--- config.mk ---
export PLATFORM = sky130hd
export DESIGN_NAME = reg_file_wr_arbiter
export DESIGN_NICKNAME = d
export VERILOG_FILES = /design/src/rtl/reg_file_wr_arbiter.sv
export SDC_FILE = /design/constraint.sdc
export NUM_CORES = 1
export LEC_CHECK = 0
export CORE_MARGIN = 1.5
export CORE_UTILIZATION = 39
export DETAILED_ROUTE_END_ITERATION = 12
export PLACE_DENSITY_LB_ADDON = 0.05
export SYNTH_ARGS = -nofsm -noshare
export SYNTH_HDL_FRONTEND = slang
export SYNTH_SLANG_ARGS = --single-unit
--- constraint.sdc ---
create_clock -name clk -period 3.4 [get_ports clk]
set_input_delay 0.68 -clock clk [delete_from_list [all_inputs] [get_ports clk]]
set_output_delay 0.68 -clock clk [all_outputs]
set_load 0.01 [all_outputs]
--- src/rtl/reg_file_wr_arbiter.sv ---
// reg_file_wr_arbiter
// Shares the single reg_file write port between NREQ requesters using
// round-robin arbitration. A level-sensitive clr_req starts a sweep that
// writes zero to every register, one address per cycle. All wr_* outputs,
// grant_id and clr_busy are registered and drive reg_file directly.
// req_ready is combinational from req_valid and the round-robin pointer.

module reg_file_wr_arbiter #(
  parameter int WIDTH  = 8,
  parameter int LENGTH = 4,
  parameter int NREQ   = 3
) (
  input  logic                                 clk,
  input  logic                                 rst,
  input  logic [NREQ-1:0]                      req_valid,
  input  logic [NREQ*$clog2(LENGTH)-1:0]       req_addr,
  input  logic [NREQ*WIDTH-1:0]                req_data,
  output logic [NREQ-1:0]                      req_ready,
  input  logic                                 clr_req,
  output logic                                 clr_busy,
  output logic                                 wr_en,
  output logic [$clog2(LENGTH)-1:0]            wr_addr,
  output logic [WIDTH-1:0]                     wr_data,
  output logic [$clog2(NREQ)-1:0]              grant_id
);

  localparam int ADDR_WIDTH = $clog2(LENGTH);
  localparam int GW         = $clog2(NREQ);

  typedef enum logic {
    ARB   = 1'b0,
    CLEAR = 1'b1
  } state_t;

  state_t                  state_r;
  state_t                  state_s;
  logic [GW-1:0]           rr_ptr_r;
  logic [GW-1:0]           rr_ptr_s;
  logic [ADDR_WIDTH-1:0]   cnt_r;
  logic [ADDR_WIDTH-1:0]   cnt_s;

  logic                    wr_en_s;
  logic [ADDR_WIDTH-1:0]   wr_addr_s;
  logic [WIDTH-1:0]        wr_data_s;
  logic [GW-1:0]           grant_id_s;
  logic                    clr_busy_s;

  logic                    win_found_s;
  logic [GW-1:0]           win_s;
  logic [GW-1:0]           cand_s;
  logic                    grant_ok_s;

  // Round-robin search: first valid requester starting at rr_ptr, wrapping.
  always_comb begin
    win_found_s = 1'b0;
    win_s       = '0;
    cand_s      = '0;
    for (int k = 0; k < NREQ; k++) begin
      if ((int'(rr_ptr_r) + k) >= NREQ) begin
        cand_s = GW'(int'(rr_ptr_r) + k - NREQ);
      end else begin
        cand_s = GW'(int'(rr_ptr_r) + k);
      end
      if (!win_found_s && req_valid[cand_s]) begin
        win_found_s = 1'b1;
        win_s       = cand_s;
      end else begin
        win_found_s = win_found_s;
      end
    end
  end

  // A grant is only offered in ARB, outside reset, and when no clear is asked for.
  always_comb begin
    grant_ok_s = 1'b0;
    req_ready  = '0;
    if (!rst && (state_r == ARB) && !clr_req && win_found_s) begin
      grant_ok_s        = 1'b1;
      req_ready[win_s]  = 1'b1;
    end else begin
      grant_ok_s = 1'b0;
      req_ready  = '0;
    end
  end

  // Next-state and next-output logic; registered outputs show the current state's write.
  always_comb begin
    state_s    = state_r;
    rr_ptr_s   = rr_ptr_r;
    cnt_s      = cnt_r;
    wr_en_s    = 1'b0;
    wr_addr_s  = '0;
    wr_data_s  = '0;
    grant_id_s = '0;
    clr_busy_s = 1'b0;
    case (state_r)
      ARB: begin
        if (clr_req) begin
          // Enter the sweep; address 0 goes out on the first CLEAR cycle.
          state_s    = CLEAR;
          cnt_s      = '0;
          wr_en_s    = 1'b1;
          clr_busy_s = 1'b1;
        end else if (grant_ok_s) begin
          wr_en_s    = 1'b1;
          wr_addr_s  = req_addr[int'(win_s)*ADDR_WIDTH +: ADDR_WIDTH];
          wr_data_s  = req_data[int'(win_s)*WIDTH +: WIDTH];
          grant_id_s = win_s;
          rr_ptr_s   = (win_s == GW'(NREQ-1)) ? '0 : (win_s + 1'b1);
        end else begin
          wr_en_s = 1'b0;
        end
      end
      CLEAR: begin
        if (cnt_r == ADDR_WIDTH'(LENGTH-1)) begin
          // Last address was on the port this cycle; back to arbitration.
          state_s = ARB;
          cnt_s   = '0;
        end else begin
          cnt_s      = cnt_r + 1'b1;
          wr_en_s    = 1'b1;
          wr_addr_s  = cnt_r + 1'b1;
          clr_busy_s = 1'b1;
        end
      end
      default: begin
        state_s = ARB;
        cnt_s   = '0;
      end
    endcase
  end

  // State, pointer and registered output update with synchronous reset.
  always_ff @(posedge clk) begin
    if (rst) begin
      state_r  <= ARB;
      rr_ptr_r <= '0;
      cnt_r    <= '0;
      wr_en    <= 1'b0;
      wr_addr  <= '0;
      wr_data  <= '0;
      grant_id <= '0;
      clr_busy <= 1'b0;
    end else begin
      state_r  <= state_s;
      rr_ptr_r <= rr_ptr_s;
      cnt_r    <= cnt_s;
      wr_en    <= wr_en_s;
      wr_addr  <= wr_addr_s;
      wr_data  <= wr_data_s;
      grant_id <= grant_id_s;
      clr_busy <= clr_busy_s;
    end
  end

endmodule

# After elaboration in Yosys (flattened, before gate mapping)
# Cells that the tools add are included.
[totals] reg_bits=18 latch_bits=0 mem_bits_rw=0 romBits=0 in_bits=36 output_inout_bits=17 wordCells=74 n_memories=0
[op_classes] addsub=7 n_mul=0 div_mod_pow=0 n_lt_le_gt_ge=8 n_eq_ne=3 n_shift=2 muxes=32 n_bitwise=3 n_reduce_logical=12
[ops] op="variable part select 24 x 6 -> 8 bit" n=1
[ops] op="2-to-1 mux 2 bit" n=11
[ops] op="less-than comparator 2 x 3 -> 1 bit, second input constant" n=4
[ops] op="2-to-1 mux 1 bit" n=12
[ops] op="one-hot mux 2 bit (2 select lines)" n=2
[ops] op="binary-select mux 1 bit (select 2 bit)" n=3
[ops] op="greater-or-equal comparator 3 x 2 -> 1 bit, second input constant" n=2
[ops] op="logical AND 1 bit" n=6
[ops] op="variable part select 6 x 4 -> 2 bit" n=1
[ops] op="adder 2 x 1 -> 2 bit, second input constant" n=2
[ops] op="== test 2 bit, second input constant" n=2
[ops] op="zero test 1 bit" n=4
[ops] op="one-hot mux 1 bit (2 select lines)" n=2
[ops] op="OR reduction 4 bit" n=1
[ops] op="subtractor 2 x 1 -> 2 bit, second input constant" n=2
[ops] op="adder 2 x 1 -> 3 bit, second input constant" n=1
[ops] op="adder 2 x 2 -> 3 bit, second input constant" n=1
[ops] op="2-to-1 mux 3 bit" n=1
[ops] op="NOT 1 bit" n=3
[ops] op="AND reduction 3 bit" n=1
[ops] op="demux 1 bit (select 2 bit)" n=1
[ops] op="greater-or-equal comparator 2 x 1 -> 1 bit, second input constant" n=1
[ops] op="greater-or-equal comparator 2 bit, second input constant" n=1
[ops] op="!= test 2 bit, second input constant" n=1
[ops] op="subtractor 2 bit, second input constant" n=1

# Depth between registers and ports, before layout
# Gate-level depths: netlist of the first run.
[depth] word_depth=16 mapped_depth=11 depth_no_buf=8

# Worst setup path after synthesis of the first run
# OpenSTA, ideal clock, no wires.
[synth_timing] kind="register to output" from="register rr_ptr_r[0]" to="output req_ready[2]" arrival_time_ns=2.192 required_ns=2.720 slack_ns=0.528 stages_incl_launch_ff=11 path_buffers=3 path_cell_list="dfxtp_1 > inv_1 > ha_1 > buf_2 > nand3b_1 > o21a_1 > nor3b_1 > or4_1 > buf_2 > buf_2 > nor3_1"
[synth_via] elab_chain_cells=16 word_cells_on_any_way=34 classes_between="5 x add/sub; 5 x order compare; 18 x mux; 6 x reduce/logical"
[synth_rtl] item="from (decl)" line_no="37" source="logic [GW-1:0] rr_ptr_r;"
[synth_rtl] item="from (signal assigned)" line_no="146" source="rr_ptr_r <= rr_ptr_s;"
[synth_rtl] item="branches (longest 15 deep; another with adder 2 x 1 -> 3 bit)"
[synth_rtl] item="2-to-1 mux 3 bit (*)" line_no="77" source="if (!rst && (state_r == ARB) && !clr_req && win_found_s) begin"
[synth_rtl] item="to (decl)" line_no="18" source="output logic [NREQ-1:0] req_ready,"
# Every way passes the cells marked *. The select of a mux whose other input is x is not followed.

# Final worst setup path of the first run
[layout_timing] from="register rr_ptr_r[1]" to="output req_ready[2]"
# Same word-level chain as after synthesis.

==> results.toml, run 1 <==
[timing]
tightest_slew_ps = 631
fin_setup_tns_ps = 0
max_freq_mhz = 309
finalSetupViolCount = 0
drv_slew = 0
fin_skew_ps = 0.707
hold_violations = 0
period_minus_slack_ps = 3240
slew-limit-headroom_pct = 57.9
hold_ws_ps = 554
rsz0062_at_grt = "no"
post-route-period-util_pct = 95.3

[logic_synthesis]
synth-main-ff-cell = "dfxtp_1"
synth-edff-count = 0
synthesis.nets = 194
synth_top_family_by_area = "simple AND/OR/NAND/NOR gates"
synth-simple-area-share_pct = 25.3
synth-xor-area-share_pct = 0
synth-seq-cells = 18
ys_async_sr_fraction_pct = 0
synthMuxAreaShare_pct = 12.0
yosys.cell_types.count = 37
syn_area_sq_mm = 0.00131
synth-compound-area-share_pct = 23.7
synthCells = 153
synthAdderAreaFrac_pct = 4.77
ys_warn_count = 0
ys_seq_area_share_pct = 27.5
avgSynthCellArea_sq_um = 8.57

[setup_path]
criticalPathCategory = "flop to primary output"
critPathRequiredTime_ps = 2720
arrival_ps = 2560
cp-end-kind = "primary output"
start_kind = "flop"
worst-path-max-fanout = 13

[pwr]
powerDensity_mw_per_mm2 = 416
ir_drop_v = 0.000283
p_leak_nw = 0.853
power.total_w = 0.000854

[floorplanning]
die_area_sq_mm = 0.00372
die_h_microns = 61.0
io_pins = 53
core_area_sq_mm = 0.00313
start_util_pct = 41.9
die_w_microns = 61.0
rows = 20

[clock_tree]
clk_pin_slew_ps = 100
cts-root-buf = "clkbuf_4"
hold_buffers = 0
cts.sinks = 18
clkLatencyLatePin_ps = 290
cts_tree = "built"
cts_inserted_buffers = 3
h-tree-depth = 1
clock_path_buffers = 2

[route]
vias = 1391
drc = 0
post_drt_via_cell_ratio = 5.27
ant_nets = 0
drtIter0Drc = 124
wl_per_cell_microns = 14.6
drt_first_pass_iters = 4
wirelength_mm = 3.86

[finish]
antenna_cells = 0
area_growth_pct = 56.5
final_cell_mix = "clkdlybuf4s50_1 (46), buf_4 (22), dfxtp_1 (18)"
drive_gt1_share_pct = 16.8
layout_commonest_cell = "clkdlybuf4s50_1"
fin_nets = 262

[global_routing]
grtUsageTotal_pct = 20.3
grt_max_degree = 14
grt-ovfl-total = 0
grt_pass1_wl_mm = 5.60
grt_pass1_vias = 1259
antenna_found_initial = 0

[run_status]
status = "complete, no violations"

[placement]
hpwl_mm = 3.06
numPortBuffers = 52
place.gp.congestion = 0.970

[job]
maxCapViolCount = 0

[hold_path]
hold_path_class = "flop to flop"
==> what timing repair did <==
| item | 4_1_cts | 5_1_grt |
|---|---|---|
| setup endpoints to repair | 3 | 3 |
| buffers inserted | 0 | 1 |
| resized for setup | 8 | 7 |
| pin swaps | 0 | 1 |
==> logic make-up after synthesis <==
group                      Yosys count
DFF                                 18
muxes                               14
AOI/OAI and AO/OA                   39
and+or+nand+nor                     60
buffers and inverters               17
adders and majority gates            5
==> cell usage after synthesis, types with 2 or more instances <==
master | count | area share, %
nand2_1 | 3 | 0.86
nand3b_1 | 5 | 2.9
buf_4 | 3 | 1.7
buf_2 | 5 | 1.9
nand2b_1 | 4 | 1.9
o211a_1 | 8 | 6.1
nor2b_1 | 6 | 2.9
clkbuf_1 | 2 | 0.57
and2_1 | 9 | 4.3
nor3b_1 | 3 | 1.7
nor3_1 | 11 | 4.2
ha_1 | 5 | 4.8
o21a_1 | 3 | 1.7
mux2i_1 | 12 | 9.2
a22oi_1 | 8 | 4.6
nor2_1 | 15 | 4.3
a21oi_1 | 5 | 1.9
dfxtp_1 | 18 | 27
o21ai_0 | 5 | 1.9
inv_1 | 6 | 1.7
==> final timing paths <==
kind         depth (start not counted)  slack (ps)            to         from
min reg2reg                          2         550   rr_ptr_r[1]  rr_ptr_r[1]
max                                  9         160  req_ready[2]  rr_ptr_r[1]
min                                  2         550   rr_ptr_r[1]  rr_ptr_r[1]
max reg2reg                         10         850    wr_addr[0]  rr_ptr_r[1]
==> final cells by class <==
type                       instances  area [sq um]
sequential                        18           360
timing repair buffer              74           682
tap                               44          55.1
fill                             278          1080
inverter                           6          22.5
clock buffer                       4          36.3
multi-input combinational        118           896
==> power breakdown <==
part           internal, W  total [W]  switching [W]
registers         0.000232   0.000242      0.0000104
clock network    0.0000652   0.000129      0.0000642
logic             0.000261   0.000483       0.000221
==> routing by layer <==
layer | GRT usage [%] | wire [microns] | vias to the layer above
met5 | 0 | 0 | -
met4 | 7.14 | 19 | 0
met3 | 4.05 | 216 | 2
met2 | 35.3 | 1940 | 49
met1 | 24.7 | 1680 | 646
li1 | - | - | 694
==> flip-flops by register name, indices dropped and copies added (netlist names) <==
name,count
wr_addr,2
wr_data,8
cnt_r,2
state_r,1
wr_en,1
grant_id,2
rr_ptr_r,2
==> worst max-delay path: stages, from the launching register on <==
cell and delay, ps:
dfxtp_1 370, inv_1 90, ha_2 270, mux2i_2 320
mux2i_4 100, buf_4 190, nand2b_1 160, o21ba_4 220
nor3_1 240, dlygate4sd2_1 310
==> through the flow <==
stage / std cells / worst slack, ps / utilization [%] / area [sq um]
2_1_floorplan: 153 / 528 / - / 1310
3_3_place_gp: 259 / -214 / 63.2 / 1980
6_report: 264 / 160 / 65.6 / 2050
5_1_grt: 264 / 12.0 / 65.6 / 2050
4_1_cts: 263 / 23.1 / 64.5 / 2020
3_5_place_dp: 259 / -280 / 63.2 / 1980
Power figures use the tool's default switching activity.
==> run 2: changes to the inputs <==
--- a/config.mk
+++ b/config.mk
@@ -8,7 +8,7 @@
 export CORE_MARGIN = 1.5
 export CORE_UTILIZATION = 39
 export DETAILED_ROUTE_END_ITERATION = 12
-export PLACE_DENSITY_LB_ADDON = 0.05
+export PLACE_DENSITY = 0.73
 export SYNTH_ARGS = -nofsm -noshare
 export SYNTH_HDL_FRONTEND = slang
 export SYNTH_SLANG_ARGS = --single-unit
==> constraint.sdc (replaced) <==
create_clock -name clk -period 3.2 [get_ports clk]
set_input_delay 0.64 -clock clk [delete_from_list [all_inputs] [get_ports clk]]
set_output_delay 0.64 -clock clk [all_outputs]
set_load 0.01 [all_outputs]
==> run 2 against run 1 <==
Compared with the run above: die area stayed put; critical path type unchanged; largest cell class unchanged; non-clock buffer count is 10 higher; global-route usage is 1.5 points higher; clock skew is 6.0 ps higher; combinational power is 9.9% higher; highest routed layer unchanged; sequential power is 6% higher.
==> results.toml, run 2 (synthesis gave the netlist of run 1 again) <==
[pwr]
netSwitchingPower_w = 0.000311
p_leak_nw = 0.878
ir_drop_v = 0.000342
p_int_w = 0.000612
pwr-share-clk_pct = 14.7
combPwrFrac_pct = 57.5
p_sw_share_pct = 33.7
seqPwrFrac_pct = 27.8
powerDensity_mw_per_mm2 = 438

[clock_tree]
hold_buffers = 0
cts_tree = "built"
clkLatencyLatePin_ps = 280
cts-root-buf = "clkbuf_4"
cts_inserted_buffers = 3
cts.sinks = 18
clk_pin_slew_ps = 100
h-tree-depth = 1
clock_path_buffers = 2

[timing]
max_freq_mhz = 315
post-route-period-util_pct = 99.4
tightest_slew_ps = 492
hold_ws_ps = 532
finalSetupViolCount = 0
hold_violations = 0
fin_setup_tns_ps = 0
rsz0062_at_grt = "yes"
drv_slew = 0
period_minus_slack_ps = 3180
fin_skew_ps = 6.70
slew-limit-headroom_pct = 66.7

[setup_path]
cp_cell_sequence = "inv_1, ha_1, mux2i_1, mux2i_4, buf_4, nand2b_1, o21ba_4, nor3_2, clkdlybuf4s15_2"
cp.buffers_inverters = 3
worst-path-max-fanout = 13
critPathRequiredTime_ps = 2560
slowest_stage = "mux2i_1"
cp-end-kind = "primary output"
critical_path.top_delay_family = "buffers and inverters"
cpPeakStageDelay_ps = 380
criticalPathCategory = "flop to primary output"
arrival_ps = 2540
start_kind = "flop"

[route]
drc = 0
wl_per_cell_microns = 13.9
ant_nets = 0
drtIter0Drc = 36
post_drt_via_cell_ratio = 5.04
drt_first_pass_iters = 4
vias = 1380
wirelength_mm = 3.82

[global_routing]
grt_pass1_vias = 1357
grt_max_degree = 18
antenna_found_initial = 0
grt-ovfl-total = 0
grt_pass1_wl_mm = 6.04
grtUsageTotal_pct = 21.8

[finish]
largest_register = "wr_data"
layout_commonest_cell = "clkdlybuf4s50_1"
instances_no_fill = 274
drive_gt1_share_pct = 21.7
fin_nets = 272
area_growth_pct = 60.8
final_cell_mix = "clkdlybuf4s50_1 (46), buf_4 (32), dfxtp_1 (17)"
antenna_cells = 0
largest_reg_flops = 8

[floorplanning]
rows = 20
die_h_microns = 61.0
io_pins = 53
core_area_sq_mm = 0.00313
die_area_sq_mm = 0.00372
start_util_pct = 41.9
die_w_microns = 61.0

[placement]
place.gp.congestion = 0.841
dp_cells = 267
numPortBuffers = 52
hpwl_mm = 3.08

[run_status]
status = "complete, no violations"

[hold_path]
hold_path_class = "flop to flop"

[job]
maxCapViolCount = 0
run 2: cell types whose count changed in the layout (fill, tap and decap cells not counted), sizes merged:
cell	change
buf	+10
clkbuf	+2
dlymetal6s2s	-1
clkdlybuf4s15	+1
dlygate4sd2	-2
run 2: through the flow:
step / total power [W] / area [sq um] / utilization, % / setup slack (ps)
6_report: 0.000923 / 2110 / 67.4 / 20.3
5_1_grt: 0.000987 / 2110 / 67.4 / -105
4_1_cts: 0.000927 / 2110 / 67.3 / 22.3
3_5_place_dp: 0.000776 / 2040 / 65.2 / -446
3_3_place_gp: 0.000767 / 2040 / 65.2 / -345
2_1_floorplan: 0.000549 / 1310 / - / 368
run 2: layout make-up:
type / count / area [sq um]
well taps: 44 / 55.1
multi-input cells: 118 / 885
flip-flops and latches: 18 / 362
repair buffers: 84 / 748
inverters: 6 / 22.5
clock buffers: 4 / 36.3
fillers: 296 / 1020
run 2: per-layer routing:
metal	up-vias	routed length [microns]	GRT usage, %
met1	653	1850	30.2
met4	0	27	5.59
met5	-	0	0
li1	707	-	-
met2	18	1880	36.4
met3	2	59	1.92
run 2: tightest hold or removal path: cells and delay by family, from the launching register on:
family	cells	cell delay, ps
flip-flops	1	360
AND/OR/NAND/NOR	1	80
AO/OA/AOI/OAI	1	60
run 2: final timing paths:
path,startpoint,end,slack (ps),depth (start not counted)
worst max-delay path,rr_ptr_r[1],req_ready[2],20,9
worst min-delay path,rr_ptr_r[1],rr_ptr_r[1],530,2
worst max register to register,rr_ptr_r[1],wr_addr[0],600,10
worst min register to register,rr_ptr_r[1],rr_ptr_r[1],530,2
run 2: power by group through the flow:
stage                     sequential, W  clock [W]  combinational (W)
after floorplan                0.000268          0           0.000280
after global placement         0.000260          0           0.000507
after detailed placement       0.000262          0           0.000514
after CTS                      0.000257   0.000141           0.000529
after global routing           0.000259   0.000151           0.000577
final                          0.000257   0.000135           0.000531
run 2: repair_timing:
item                                    in CTS  in global routing
pin swaps                                    1                  0
gates resized for setup                     13                  7
buffers inserted                             3                  0
endpoints found under the setup margin       3                  3
==> run 3: changes to the inputs <==
--- a/config.mk
+++ b/config.mk
@@ -8,7 +8,9 @@
 export CORE_MARGIN = 1.5
 export CORE_UTILIZATION = 39
 export DETAILED_ROUTE_END_ITERATION = 12
+export GPL_ROUTABILITY_DRIVEN = 0
 export PLACE_DENSITY = 0.73
 export SYNTH_ARGS = -nofsm -noshare
 export SYNTH_HDL_FRONTEND = slang
 export SYNTH_SLANG_ARGS = --single-unit
+export TNS_END_PERCENT = 5
==> run 3 against run 2 <==
Compared with the run above: critical path depth did not move; final cell count fell by 1.5%; count of clock-buffer cells in the layout shrank 1; wire length increased by 2.3%; register-to-register slack gained 20 ps.
==> results.toml, run 3 (synthesis gave the netlist of run 1 again) <==
[pwr]
p_leak_nw = 0.873
powerDensity_mw_per_mm2 = 434
ir_drop_v = 0.000227

[floorplanning]
core_area_sq_mm = 0.00313
die_h_microns = 61.0
die_w_microns = 61.0
rows = 20
io_pins = 53
start_util_pct = 41.9
die_area_sq_mm = 0.00372

[timing]
finalSetupViolCount = 0
period_minus_slack_ps = 3090
fin_setup_tns_ps = 0
hold_violations = 0
max_freq_mhz = 324
rsz0062_at_grt = "no"
tightest_slew_ps = 651
fin_skew_ps = 8.86
drv_slew = 0
fin_ws_ps = 113
slew-limit-headroom_pct = 56.6
post-route-period-util_pct = 96.5

[finish]
largest_reg_flops = 8
instances_no_fill = 270
drive_gt1_share_pct = 20.4
largest_register = "wr_data"
area_growth_pct = 59.4
final_cell_mix = "clkdlybuf4s50_1 (46), buf_4 (28), dfxtp_1 (17)"
fin_nets = 269
layout_commonest_cell = "clkdlybuf4s50_1"
antenna_cells = 0

[job]
maxCapViolCount = 0

[setup_path]
cp-end-kind = "primary output"
arrival_ps = 2450
critPathRequiredTime_ps = 2560
cpPeakStageDelay_ps = 460
r2r_start = "rr_ptr_r[0]"
slowest_stage = "or4_4"
cp_cell_sequence = "inv_2, ha_4, clkbuf_2, o21a_1, nor3b_1, or4_4, nor2b_2, and2_1, dlygate4sd2_1"
criticalPathCategory = "flop to primary output"
start_kind = "flop"
crit_start = "rr_ptr_r[0]"
worst-path-max-fanout = 6
r2r_slack_ps = 620

[clock_tree]
hold_buffers = 0
clk_pin_slew_ps = 100
cts_tree = "built"
clock_path_buffers = 2
clkLatencyLatePin_ps = 290
cts-root-buf = "clkbuf_4"
cts.sinks = 18
cts_inserted_buffers = 3
h-tree-depth = 1

[route]
drtIter0Drc = 60
post_drt_via_cell_ratio = 5.16
wirelength_mm = 3.90
vias = 1392
ant_nets = 0
wl_per_cell_microns = 14.5
drt_first_pass_iters = 4
drc = 0

[global_routing]
grt-ovfl-total = 0
antenna_found_initial = 0
grt_pass1_wl_mm = 6.38
grtUsageTotal_pct = 22.6
grt_pass1_vias = 1415
grt_max_degree = 18

[placement]
numPortBuffers = 52
dp_cells = 263
hpwl_mm = 3.10
pre_cts_ws_ps = -425

[hold_path]
hold_path_class = "flop to flop"
hp-start = "rr_ptr_r[1]"

[run_status]
status = "complete, no violations"
-- run 3: where the power goes --
part           internal, W  switching (W)  total [W]
Combinational     0.000298       0.000241   0.000539
Clock            0.0000437      0.0000670   0.000111
Sequential        0.000246      0.0000114   0.000258
-- run 3: critical path: cells and delay by family, from the launching register on --
family | cells | cell delay, ps
simple gates | 4 | 880
buf+inv | 3 | 480
flops | 1 | 360
fa+ha+maj | 1 | 240
compound gates | 1 | 200
-- run 3: path summary, 6_finish.rpt --
check                      end  depth (start not counted)
setup / recovery  req_ready[1]                          9
hold / removal     rr_ptr_r[1]                          2
setup reg to reg    wr_data[0]                         11
hold reg to reg    rr_ptr_r[1]                          2
-- run 3: layout make-up --
cell class / count / area [sq um]
Fill cell: 260 / 1040
Inverter: 6 / 22.5
Clock buffer: 3 / 22.5
Multi-Input combinational cell: 118 / 902
Sequential cell: 18 / 364
Tap cell: 44 / 55.1
Timing Repair Buffer: 81 / 724
-- run 3: repair_timing --
action | 4_1_cts | 5_1_grt
gates resized for setup | 14 | 10
setup buffers | 1 | 3
gates cloned | 0 | 0
pin swaps | 1 | 2
setup endpoints to repair | 3 | 3
-- run 3: per-layer routing --
layer  global-route usage, %  wire length [microns]  up-vias
met1                    29.5                   1740      654
met4                    6.52                     27        0
met2                    39.6                   2000       35
met3                    1.92                    139        2
li1                        -                      -      701
met5                       0                      0        -
-- run 3: through the flow --
step           cell area, sq um  total power, W  util (%)  hold WS [ps]
3_5_place_dp               2010        0.000760      64.2           506
3_3_place_gp               2010        0.000744      64.2           496
4_1_cts                    2040        0.000881      65.4           525
5_1_grt                    2090        0.000967      66.8           546
2_1_floorplan              1310        0.000549         -           473
6_report                   2090        0.000908      66.8           528
